$ cat src/rtl/spart_driver_if.sv
// Bus and receiver/transmitter handshake signals between spart_driver and the SPART core.
interface spart_driver_if;
  logic       iocs;
  logic       iorw;
  logic [1:0] ioaddr;
  logic [7:0] wr_data;
  logic       clr_rda;
  logic       rda;
  logic       tbr;
  logic [7:0] rx_data;

  modport master (
    output iocs, iorw, ioaddr, wr_data, clr_rda,
    input  rda, tbr, rx_data
  );

  modport slave (
    input  iocs, iorw, ioaddr, wr_data, clr_rda,
    output rda, tbr, rx_data
  );
endinterface

$ cat src/rtl/spart_driver.sv
// SPART driver: programs the baud divisor, then echoes received bytes back
// through a 4-entry FIFO, reprogramming whenever br_cfg changes.
module spart_driver (
  input  logic                  clk,
  input  logic                  rst,
  input  logic [1:0]            br_cfg,
  spart_driver_if.master        bus,
  output logic [2:0]            fifo_count,
  output logic                  overrun
);

  typedef enum logic [2:0] {
    INIT_LO, INIT_HI, IDLE, RD_ACK, RD_CAP, WR_TX, TX_HOLD
  } state_t;

  state_t      state, next_state;
  logic [1:0]  cfg_q;
  logic [1:0]  rd_ptr, wr_ptr;
  logic [7:0]  fifo_mem [4];
  logic        fifo_full;

  // Divisor for a 100 MHz clock with 16x oversampling.
  function automatic logic [7:0] divisor_byte(input logic [1:0] sel, input logic hi);
    logic [15:0] d;
    case (sel)
      2'b00:   d = 16'h0515;
      2'b01:   d = 16'h028A;
      2'b10:   d = 16'h0145;
      default: d = 16'h00A2;
    endcase
    return hi ? d[15:8] : d[7:0];
  endfunction

  assign fifo_full = (fifo_count == 3'd4);

  always_ff @(posedge clk) begin
    if (rst) state <= INIT_LO;
    else     state <= next_state;
  end

  always_comb begin
    next_state = state;
    case (state)
      INIT_LO: next_state = INIT_HI;
      INIT_HI: next_state = IDLE;
      IDLE: begin
        if (br_cfg != cfg_q)                  next_state = INIT_LO;
        else if (bus.rda)                     next_state = RD_ACK;
        else if (fifo_count != '0 && bus.tbr) next_state = WR_TX;
      end
      RD_ACK:  next_state = RD_CAP;
      RD_CAP:  next_state = IDLE;
      WR_TX:   next_state = TX_HOLD;
      TX_HOLD: next_state = IDLE;
      default: next_state = INIT_LO;
    endcase
  end

  // Reset forces the bus quiet combinationally, so the INIT_LO that reset
  // parks in only becomes visible once rst is released.
  always_comb begin
    bus.iocs    = 1'b0;
    bus.iorw    = 1'b1;
    bus.ioaddr  = 2'b01;
    bus.wr_data = '0;
    bus.clr_rda = 1'b0;
    if (!rst) begin
      case (state)
        INIT_LO: begin
          bus.iocs    = 1'b1;
          bus.iorw    = 1'b0;
          bus.ioaddr  = 2'b10;
          bus.wr_data = divisor_byte(br_cfg, 1'b0);
        end
        INIT_HI: begin
          bus.iocs    = 1'b1;
          bus.iorw    = 1'b0;
          bus.ioaddr  = 2'b11;
          bus.wr_data = divisor_byte(cfg_q, 1'b1);
        end
        RD_ACK: begin
          bus.iocs    = 1'b1;
          bus.iorw    = 1'b1;
          bus.ioaddr  = 2'b00;
          bus.clr_rda = 1'b1;
        end
        WR_TX: begin
          bus.iocs    = 1'b1;
          bus.iorw    = 1'b0;
          bus.ioaddr  = 2'b00;
          bus.wr_data = fifo_mem[rd_ptr];
        end
        default: ;
      endcase
    end
  end

  always_ff @(posedge clk) begin
    if (rst) begin
      cfg_q      <= '0;
      rd_ptr     <= '0;
      wr_ptr     <= '0;
      fifo_count <= '0;
      overrun    <= 1'b0;
    end else begin
      if (state == INIT_LO) cfg_q <= br_cfg;
      if (state == RD_CAP) begin
        if (fifo_full) begin
          overrun <= 1'b1;
        end else begin
          wr_ptr     <= wr_ptr + 2'd1;
          fifo_count <= fifo_count + 3'd1;
        end
      end
      if (state == WR_TX) begin
        rd_ptr     <= rd_ptr + 2'd1;
        fifo_count <= fifo_count - 3'd1;
      end
    end
  end

  always_ff @(posedge clk) begin
    if (state == RD_CAP && !fifo_full) fifo_mem[wr_ptr] <= bus.rx_data;
  end

endmodule

$ cat src/flat_wrapper.sv
// flat-port wrapper written by rule: the top's interface ports become plain ports
module spart_driver_flat 
  (clk, rst, br_cfg, fifo_count, overrun, bus_iocs, bus_iorw, bus_ioaddr, bus_wr_data, bus_clr_rda, bus_rda, bus_tbr, bus_rx_data);
  spart_driver_if bus_i ();
  input  logic clk;
  input  logic rst;
  input  logic [1:0] br_cfg;
  output logic [2:0] fifo_count;
  output logic overrun;
  output wire logic [$bits(bus_i.iocs)-1:0] bus_iocs;
  output wire logic [$bits(bus_i.iorw)-1:0] bus_iorw;
  output wire logic [$bits(bus_i.ioaddr)-1:0] bus_ioaddr;
  output wire logic [$bits(bus_i.wr_data)-1:0] bus_wr_data;
  output wire logic [$bits(bus_i.clr_rda)-1:0] bus_clr_rda;
  input wire logic [$bits(bus_i.rda)-1:0] bus_rda;
  input wire logic [$bits(bus_i.tbr)-1:0] bus_tbr;
  input wire logic [$bits(bus_i.rx_data)-1:0] bus_rx_data;
  assign bus_iocs = bus_i.iocs;
  assign bus_iorw = bus_i.iorw;
  assign bus_ioaddr = bus_i.ioaddr;
  assign bus_wr_data = bus_i.wr_data;
  assign bus_clr_rda = bus_i.clr_rda;
  assign bus_i.rda = bus_rda;
  assign bus_i.tbr = bus_tbr;
  assign bus_i.rx_data = bus_rx_data;
  spart_driver u_core (.clk(clk), .rst(rst), .br_cfg(br_cfg), .bus(bus_i), .fifo_count(fifo_count), .overrun(overrun));
endmodule
$ cat config.mk
export PLATFORM = sky130hd
export DESIGN_NAME = spart_driver_flat
export DESIGN_NICKNAME = d
export VERILOG_FILES = /design/src/rtl/spart_driver_if.sv /design/src/rtl/spart_driver.sv /design/src/flat_wrapper.sv
export SDC_FILE = /design/constraint.sdc
export NUM_CORES = 1
export LEC_CHECK = 0
export ABC_AREA = 1
export BUFFER_PORTS_ARGS = -buffer_cell sky130_fd_sc_hd__buf_2
export CORE_MARGIN = 2
export CORE_UTILIZATION = 43
export DETAILED_ROUTE_END_ITERATION = 8
export HOLD_SLACK_MARGIN = 0.06
export PLACE_DENSITY = 0.73
export SYNTH_ARGS = -nofsm -noshare
export SYNTH_HDL_FRONTEND = slang
export SYNTH_SLANG_ARGS = --single-unit
$ cat constraint.sdc
create_clock -name clk -period 4 [get_ports clk]
set_input_delay 0.8 -clock clk [delete_from_list [all_inputs] [get_ports clk]]
set_output_delay 0.8 -clock clk [all_outputs]
set_load 0.01 [all_outputs]
* After elaboration in Yosys (flattened, before gate mapping)
Memories as Yosys holds them, arrays and structs flattened. A register that Yosys moved wholly into a read port is not among the register bits.
Cells that the tools add are included.
W data, S select, Z words.
** Word-level totals
- Bits in registers :: 13
- Bits in latches :: 0
- Bits in writable memories :: 32
- Bits in read-only memories :: 0
- Input port bits :: 14
- Output and inout port bits :: 17
- Memories kept :: 1
** Operators by class
- Add/sub/neg operators :: 4
- $mul :: 0
- Divide/modulo/power cells :: 0
- Magnitude comparators :: 0
- Eq/ne operators :: 14
- Shift-type cells :: 0
- Mux-type cells :: 23
- Bitwise logic cells :: 1
- Reduce and logical (&&, ||, !) cells :: 15
** Memory list
- u_core.fifo_mem :: words 4, bits a word 8, read ports 1, clocked after memory_dff 1, wr ports 1, line spart_driver.sv:19 : logic [7:0] fifo_mem [4];
** Operator list (number)
- $pmux W8 S3 :: 2
- $pmux W11 S3 :: 1
- $mux W3 :: 6
- $pmux W3 S5 :: 1
- $eq A3 B3 Y1 const B :: 4
- $mux W1 :: 8
- $mux W8 :: 1
- $eq A3 B2 Y1 const B :: 2
- $mux W2 :: 3
- $pmux W2 S3 :: 1
- $reduce_and A2 Y1 :: 3
- $reduce_or A3 Y1 :: 2
- $add A2 B1 Y2 const B :: 2
- $eq A2 B1 Y1 const B :: 2
- $eq A2 B2 Y1 const B :: 2
- $logic_not A2 Y1 :: 2
- $ne A4 B2 Y1 const B :: 1
- $reduce_or A4 Y1 :: 1
- $add A3 B1 Y3 const B :: 1
- $eq A3 B1 Y1 const B :: 1
- $logic_not A3 Y1 :: 1
- $reduce_bool A3 Y1 :: 1
- $sub A3 B1 Y3 const B :: 1
- $logic_and A1 B1 Y1 :: 2
- other kinds (6) :: 6

* Logic depth before layout (Yosys ltp)
Gate-level depths: netlist of run 1.
- Depth after elaboration :: 6
- Depth in mapped cells :: 12
- Depth with buffers taken out :: 12

* Least setup slack after synthesis of run 1
Ideal clock, no wire load.
- Kind :: input -> output
- Start :: in rst
- End :: out bus_clr_rda
- Arrival time :: 1.448 ns
- Data required time :: 3.200 ns
- Setup slack :: 1.752 ns
- Stages :: 3
- Cell sequence :: clkbuf_1 buf_1 nor2_1
** Between the ends
- Longest elaborated chain between the ends :: 1
** Ends and longest elaborated chain
- from (decl) :: line flat_wrapper.sv:6 : input logic rst;
- $mux W1 :: line spart_driver.sv:67 : if (!rst) begin
- to (decl) :: line flat_wrapper.sv:14 : output wire logic [$bits(bus_i.clr_rda)-1:0] bus_clr_rda;
No other way between the ends.

==> results of run 1 <==
==> flip-flops by register name, summed over array words and instances (netlist names), named ones only <==
register           count
u_core.fifo_mem       32
u_core.fifo_count      3
u_core.state           3
u_core.cfg_q           2
u_core.rd_ptr          2
u_core.wr_ptr          2
u_core.overrun         1
==> critical path, cell delays in order, from the launching register on <==
cell and delay, ns:
dfxtp_1 0.70, inv_2 0.24, o21ai_0 0.23, nand2_1 0.09
a21oi_1 0.16, nor2_1 0.05, buf_2 0.14
==> layout by cell type, fill, tap and decap left out, drive strengths merged <==
cell type | Yosys | final
nor3 | 4 | 4
bufinv | 0 | 1
a211oi | 1 | 1
a21oi | 18 | 18
o21ai | 21 | 21
edfxtp | 32 | 32
nand3 | 9 | 9
buf | 6 | 30
nand2 | 51 | 51
o22ai | 1 | 1
ha | 5 | 5
clkbuf | 2 | 6
clkinvlp | 0 | 1
nor2 | 52 | 52
a31oi | 1 | 1
nand4 | 1 | 1
xor2 | 2 | 2
xnor2 | 1 | 1
dfxtp | 15 | 15
inv | 26 | 26
==> cells by family after synthesis <==
kind of cell    count (synthesis)  synth area share (%)
flops                          47                  57.5
buf+inv                        34                  6.95
simple gates                  117                  21.6
compound gates                 42                  9.98
xor+xnor                        3                  1.20
fa+ha+maj                       5                  2.85
==> power breakdown <==
| group | total [W] | switching, W | internal (W) |
|---|---|---|---|
| Clock | 0.000342 | 0.000156 | 0.000186 |
| Sequential | 0.000546 | 0.0000144 | 0.000532 |
| Combinational | 0.000141 | 0.0000903 | 0.0000506 |
| Total | 0.00103 | 0.000261 | 0.000769 |
==> area by class of cell <==
type                    count  area share (%)
multi-input cells         167            31.4
repair buffers             30            6.04
clock inverters             2            1.51
flip-flops and latches     47            50.7
inverters                  26            3.92
well taps                  70            3.52
clock buffers               6            2.92
==> per-stage QoR <==
| stage | cell area [sq um] | std cells |
|---|---|---|
| floorplan | 2190 | 248 |
| global placement | 2380 | 340 |
| detailed placement | 2380 | 340 |
| CTS | 2490 | 348 |
| global route | 2490 | 348 |
| finish | 2490 | 348 |
==> how the worst min path moves through the flow <==
stage                                start          endpoint  slack, ns  depth (start not counted)
after global placement      u_core.overrun    u_core.overrun       0.45                          2
after CTS                   u_core.overrun    u_core.overrun       0.49                          2
after floorplan           u_core.rd_ptr[0]         flip-flop       0.46                          1
final                       u_core.overrun    u_core.overrun       0.49                          2
after global routing      u_core.rd_ptr[0]  u_core.rd_ptr[0]       0.52                          1
after detailed placement    u_core.overrun    u_core.overrun       0.47                          2
==> cells in the mapped netlist (all sizes together) <==
cell,instances
nor2,52
o21ai,21
edfxtp,32
a211oi,1
nor3,4
o22ai,1
buf,6
ha,5
nand4,1
a21oi,18
nand2,51
xor2,2
xnor2,1
clkbuf,2
dfxtp,15
nand3,9
a31oi,1
inv,26
==> per-layer routing <==
metal | track usage [%] | vias up | routed length [um] | share of wire (%)
met2 | 25.0 | 44 | 2070 | 49
met4 | 5.85 | 0 | 75 | 1.8
li1 | - | 863 | - | -
met1 | 20.1 | 750 | 1860 | 44
met3 | 3.57 | 5 | 214 | 5.1
met5 | 0 | - | 0 | 0
==> results.cfg, run 1 <==
[final_layout]
fill_cells = 496
antenna_cells = 0
fin_util_pct = 49.7
multi_input_area_sq_um = 781
drive_gt1_share_pct = 16.5
regArea_sq_um = 1260
syn2layout_area_growth_pct = 13.3
nets = 296

[place]
port_buffers = 30
post-place-ws_ns = 1.61
gp_congestion = 0.842
hpwl_um = 3000

[synth]
syn_area_sq_um = 2190
avgSynthCellArea_sq_um = 8.85
synth-seq-cells = 47
yosys.area.top_type = edfxtp_1
yosys_warnings = 0
synth_area_leaders = edfxtp_1 44%, dfxtp_1 14%, nor2_1 8.7%
synthCells = 248
yosys.cell_types.count = 27
seq_area_frac_synth_pct = 57.5
syn_nets = 267
yosysTopAreaCellShare_pct = 43.8

[die]
die_area_sq_um = 5690
fp.dieW_um = 75.4
initial_core_util_pct = 43.8
rows = 26
coreArea_sq_um = 5010
die_y_um = 75.4
pin_count = 31

[clock_network]
htreeDepth = 2
clk_pin_slew_ns = 0.09
cts_hold_buf = 0
cts_setup_buffers = 0
clockBufferDepth = 2
cts_root_buf = clkbuf_8
cts_resized = 0
clkSinkCount = 47
cts_tree = built
cts_buffers = 5
clock_latency_ns = 0.30

[worst_setup_path]
endpoint = bus_wr_data[7]
path_max_fanout = 17
setup.worst_path.start_class = flip-flop
reg2reg_depth = 4
critPathKind = reg -> out
critPathArrivalTime_ns = 1.92
timing.rr.end = u_core.fifo_mem[0][0]
crit_required_ns = 3.20
end_kind = output port
reg2reg_from = u_core.state[2]
reg2reg_slack_ns = 2.04

[timing]
tns_ns = 0
fin_hold_ws_ns = 0.486
min_period_over_period_pct = 67.9
fin_worst_skew_ns = 0.00797
finalMaxSlewViolations = 0
finalSetupViolations = 0
hold_violations = 0
setup_slack_ns = 1.28
fmax_ghz = 0.368
min_period_ns = 2.72
tightest_slew_ns = 0.806
relSlewSlack_pct = 46.1
rsz0062_at_grt = no

[drt]
drc_errors = 0
firstDrtPassIters = 5
first_iter_violations = 86
vias = 1662
wirelength_um = 4220
vias_per_cell = 4.78
wl_per_cell_um = 12.1
detail-route-antenna-nets = 0

[global_routing]
grt_overflow = 0
grt_pass1_vias = 1405
grt_max_degree = 19
track_usage_pct = 15.4
grt_antenna_before_repair = 0
grt_pass1_wl_um = 6440

[power]
leakage_nw = 1.05
total_power_w = 0.00103
ir_worst_vdd_mv = 0.171
power_density_nw_per_um2 = 414

[outcome]
status = finished, final reports clean

[min_path]
hold_class = reg -> reg

[run]
cap_violations = 0
Note: power is estimated with default switching activity, not from simulation.
==> run 2: changes to the inputs <==
- ABC_AREA: 1 -> 0
- clock period: 4 -> 2.85 ns (I/O delays scaled with it)
==> run 2 against run 1 <==
Global-route usage shrank 0.44 points. Final cell count shrank 25%. Clock-buffer cell count shrank 1. Worst hold slack lost 0.0093 ns. Highest routed layer unchanged. Sequential cell count is the same. Synthesized area grew 0.29%. Synthesized cell count shrank 35%. First-iteration DRC count shrank 15%. Wire length shrank 6.2%. Critical endpoint is now bus_wr_data[6].
==> results.cfg, run 2 <==
[final_layout]
antenna_cells = 0
largest_reg_flops = 32
top_regs = u_core.fifo_mem x32, u_core.fifo_count x3, u_core.state x3
syn2layout_area_growth_pct = 12.8
finalInstanceArea_sq_um = 2480
nets = 208
final_common_cell = edfxtp_1
drive_gt1_share_pct = 27.9
mostFrequentLayoutCells = 32 x edfxtp_1, 30 x buf_2, 15 x dfxtp_1
regMostFlops = u_core.fifo_mem

[worst_setup_path]
end_kind = output port
cp_slowest_cell = dfxtp_1
path_delay_family = flip-flops
critPathArrivalTime_ns = 1.94
max_stage_delay_ns = 0.67
crit_chain = mux4_2 > a32o_1 > buf_2
critPathKind = reg -> out
setup.worst_path.start_class = flip-flop
path_max_fanout = 8
worst-path-buf-inv = 1
crit_required_ns = 2.28

[place]
gp_congestion = 0.794
port_buffers = 30
postPlaceCellArea_sq_um = 2390
hpwl_um = 2780

[drt]
drc_errors = 0
detail-route-antenna-nets = 0
wl_per_cell_um = 15.2
vias = 1401
first_iter_violations = 73
vias_per_cell = 5.39
wirelength_um = 3960
firstDrtPassIters = 4

[synth]
yosysTopAreaCellShare_pct = 43.7
synth.most_common_cell = edfxtp_1
synthCells = 162
ys_top_cells_by_count = 32 x edfxtp_1, 15 x dfxtp_1, 12 x nor2_1
synth_edf_count = 32
synth-main-ff-cell = edfxtp_1
syn_area_sq_um = 2200
yosys.cell_types.count = 46
yosys_warnings = 0
syn_nets = 181
seq_area_frac_synth_pct = 57.3
synthArstFlopShare_pct = 0
synth-seq-cells = 47
synth_area_leaders = edfxtp_1 44%, dfxtp_1 14%, mux4_2 8.2%
yosys.area.top_type = edfxtp_1
avgSynthCellArea_sq_um = 13.6

[timing]
tns_ns = 0
rsz0062_at_grt = no
relSlewSlack_pct = 61.3
fin_hold_ws_ns = 0.477
hold_violations = 0
min_period_over_period_pct = 87.9
min_period_ns = 2.51
finalSetupViolations = 0
tightest_slew_ns = 0.580
finalMaxSlewViolations = 0
fin_worst_skew_ns = 0.00347
fmax_ghz = 0.399

[power]
ir_worst_vdd_mv = 0.361
total_power_w = 0.00129
power_density_nw_per_um2 = 521
leakage_nw = 0.916

[outcome]
status = finished, final reports clean

[clock_network]
cts_root_buf = clkbuf_8
cts_resized = 0
cts_buffers = 5
clkSinkCount = 47
clk_pin_slew_ns = 0.09
clock_latency_ns = 0.30
cts_hold_buf = 0
clockBufferDepth = 2
cts_setup_buffers = 0
cts_tree = built
htreeDepth = 2

[die]
fp.dieW_um = 75.5
pin_count = 31
die_area_sq_um = 5710
rows = 26
coreArea_sq_um = 5010
initial_core_util_pct = 43.9
die_y_um = 75.5

[run]
cap_violations = 0

[global_routing]
grt_pass1_wl_um = 6190
grt_max_degree = 24
grt_overflow = 0
grt_antenna_before_repair = 0
track_usage_pct = 15.0
grt_pass1_vias = 1298

[min_path]
hold_class = in -> reg
==> run 2: cell count changes in the layout (fill, tap and decap cells not counted), moves of 4 or more <==
| cell | previous run | this run |
|---|---|---|
| mux4_2 | 0 | 8 |
| nor2_1 | 51 | 12 |
| a32o_1 | 0 | 5 |
| nand3_1 | 8 | 4 |
| mux2i_1 | 0 | 4 |
| inv_1 | 23 | 4 |
| nor2b_1 | 0 | 5 |
| nand2b_1 | 0 | 4 |
| and3_1 | 0 | 5 |
| o21ai_0 | 20 | 4 |
| nand2_1 | 48 | 2 |
| a21oi_1 | 18 | 5 |
==> run 2: cell families (layout without fill, tap and decap cells) <==
| group | count (synthesis) | after routing | synth area share, % |
|---|---|---|---|
| AOI/OAI and AO/OA | 27 | 27 | 9.32 |
| xor gates and xnor gates | 6 | 6 | 2.39 |
| adders and majority gates | 5 | 5 | 2.84 |
| buffers and inverters | 15 | 43 | 3.18 |
| DFF | 47 | 47 | 57.3 |
| muxes | 14 | 14 | 11.2 |
| and+or+nand+nor | 48 | 48 | 13.8 |
==> run 2: final timing paths <==
path                      endpoint  slack [ns]       startpoint  cells after the start
min          u_core.fifo_mem[2][5]        0.48   bus_rx_data[5]                      1
max reg2reg   u_core.fifo_count[2]        0.67  u_core.state[0]                      6
max                 bus_wr_data[6]        0.34        flip-flop                      3
min reg2reg         u_core.overrun        0.50   u_core.overrun                      2
==> run 2: metrics by stage <==
step                utilization [%]  std cells  setup slack (ns)
finish                         49.6        260             0.344
global route                   49.6        260             0.210
CTS                            49.6        260             0.291
detailed placement             47.7        252             0.566
global placement               47.7        252             0.622
floorplan                         -        162             0.955
==> run 2: area by class of cell <==
type                       instances  area [sq um]
sequential                        47          1260
clock inverter                     3          22.5
tap                               70          87.6
clock buffer                       5          68.8
fill                             460          2530
timing repair buffer              31           158
inverter                           4          15.0
multi-input combinational        100           870
==> run 2: power by group <==
group | leakage, nW | internal, W | total [W] | switching (W)
combinational | 0.458 | 0.0000625 | 0.000129 | 0.0000663
clock | 0.0485 | 0.000176 | 0.000405 | 0.000229
sequential | 0.409 | 0.000736 | 0.000761 | 0.0000243
==> run 2: metal layers <==
metal	vias to the layer above	GRT usage [%]	part of all wire, %
li1	670	-	-
met1	695	20.2	48
met2	31	23.6	47
met3	5	3.84	3.5
met4	0	5.26	1.1
met5	-	0	0
==> run 3: changes to the inputs <==
- ABC_AREA: 0 -> 1
==> run 3 against run 2 <==
Combinational power grew 52%. Clock skew is 0.0040 ns higher. Die area fell by 0.26%. Critical path depth is 3 higher. Cell area increased by 0.50%. Sequential power increased by 0.9%. Via count is 18% higher. Wire length increased by 3.3%. Sequential cell count stayed put. Clock-buffer cell count increased by 1. Critical path type unchanged. Largest power group unchanged.
==> results.cfg, run 3 (synthesis gave the netlist of run 1 again) <==
[power]
total_power_w = 0.00146
ir_worst_vdd_mv = 0.306
leakage_nw = 1.06
power_density_nw_per_um2 = 586

[clock_network]
clkSinkCount = 47
htreeDepth = 2
cts_hold_buf = 0
cts_buffers = 5
cts_root_buf = clkbuf_8
cts_resized = 0
clk_pin_slew_ns = 0.08
cts_setup_buffers = 0
clockBufferDepth = 2
cts_tree = built
clock_latency_ns = 0.30

[global_routing]
track_usage_pct = 15.0
grt_max_degree = 19
grt_overflow = 0
grt_antenna_before_repair = 0
grt_pass1_wl_um = 6290
grt_pass1_vias = 1379

[worst_setup_path]
reg2reg_from = u_core.state[2]
crit_required_ns = 2.28
reg2reg_depth = 4
path_common_cell = nor2_1
setup.worst_path.start_class = flip-flop
max_stage_delay_ns = 0.67
end_kind = output port
timing.rr.end = u_core.fifo_mem[3][4]
crit_chain = inv_2 > o21ai_0 > a21oi_1 > nor2_1 > nor2_1 > buf_2
worst-path-buf-inv = 2
reg2reg_slack_ns = 0.93
path_max_fanout = 17
critPathArrivalTime_ns = 1.81
critPathKind = reg -> out
cp_slowest_cell = dfxtp_1
path_delay_family = flip-flops

[timing]
fin_hold_ws_ns = 0.474
setup_slack_ns = 0.467
finalMaxSlewViolations = 0
relSlewSlack_pct = 48.7
finalSetupViolations = 0
tns_ns = 0
hold_violations = 0
min_period_over_period_pct = 83.6
tightest_slew_ns = 0.767
min_period_ns = 2.38
rsz0062_at_grt = no
fmax_ghz = 0.420
fin_worst_skew_ns = 0.00745

[final_layout]
nets = 296
finalInstanceArea_sq_um = 2490
drive_gt1_share_pct = 16.9
regMostFlops = u_core.fifo_mem
largest_reg_flops = 32
top_regs = u_core.fifo_mem x32, u_core.fifo_count x3, u_core.state x3
syn2layout_area_growth_pct = 13.7
final_common_cell = nor2_1
mostFrequentLayoutCells = 51 x nor2_1, 48 x nand2_1, 32 x edfxtp_1
antenna_cells = 0

[min_path]
holdPathStages = 2
hp-start = u_core.overrun
hold_class = reg -> reg
hold_end = u_core.overrun

[place]
gp_congestion = 0.806
port_buffers = 30
postPlaceCellArea_sq_um = 2380
hpwl_um = 3030
post-place-ws_ns = 0.810

[drt]
first_iter_violations = 78
firstDrtPassIters = 4
wl_per_cell_um = 11.8
drc_errors = 0
detail-route-antenna-nets = 0
wirelength_um = 4090
vias_per_cell = 4.75
vias = 1652

[die]
pin_count = 31
die_area_sq_um = 5690
die_y_um = 75.4
coreArea_sq_um = 5010
rows = 26
initial_core_util_pct = 43.8
fp.dieW_um = 75.4

[run]
cap_violations = 0

[outcome]
status = finished, final reports clean
run 3: through the flow:
step                      util (%)  std cells
after floorplan                  -        248
after global placement        47.5        340
after detailed placement      47.5        340
after CTS                     49.8        348
after global routing          49.8        348
final                         49.8        348
run 3: worst max path at each step:
stage                   start             end  slack, ns  cells after the start
floorplan                 rst     bus_clr_rda       1.06                      3
global placement    flip-flop  bus_wr_data[7]       0.85                      6
detailed placement  flip-flop  bus_wr_data[7]       0.81                      6
CTS                 flip-flop  bus_wr_data[0]       0.47                      6
global route        flip-flop  bus_wr_data[0]       0.25                      8
finish              flip-flop  bus_wr_data[0]       0.47                      6
run 3: power by group:
part	internal, W	switching [W]
Clock	0.000284	0.000213
Sequential	0.000747	0.0000212
Combinational	0.0000709	0.000126
Total	0.00110	0.000360
run 3: worst reg2reg max path: stages, from the launching register on:
cell and delay, ns:
dfxtp_1 0.46, nand2_2 0.12, nor2_1 0.09, nand2_1 0.22
nor2_1 0.66
run 3: per-layer routing:
metal,vias up,GRT usage [%],wire length [um]
met1,730,19.9,2010
met2,45,23.0,1810
met5,-,0,0
li1,871,-,-
met4,0,7.02,78
met3,6,3.97,182
run 3: layout make-up:
cell class | instances | area, sq um
Timing Repair Buffer | 30 | 150
Clock buffer | 6 | 82.6
Clock inverter | 2 | 35.0
Multi-Input combinational cell | 167 | 781
Fill cell | 492 | 2510
Inverter | 26 | 97.6
Sequential cell | 47 | 1260
Tap cell | 70 | 87.6
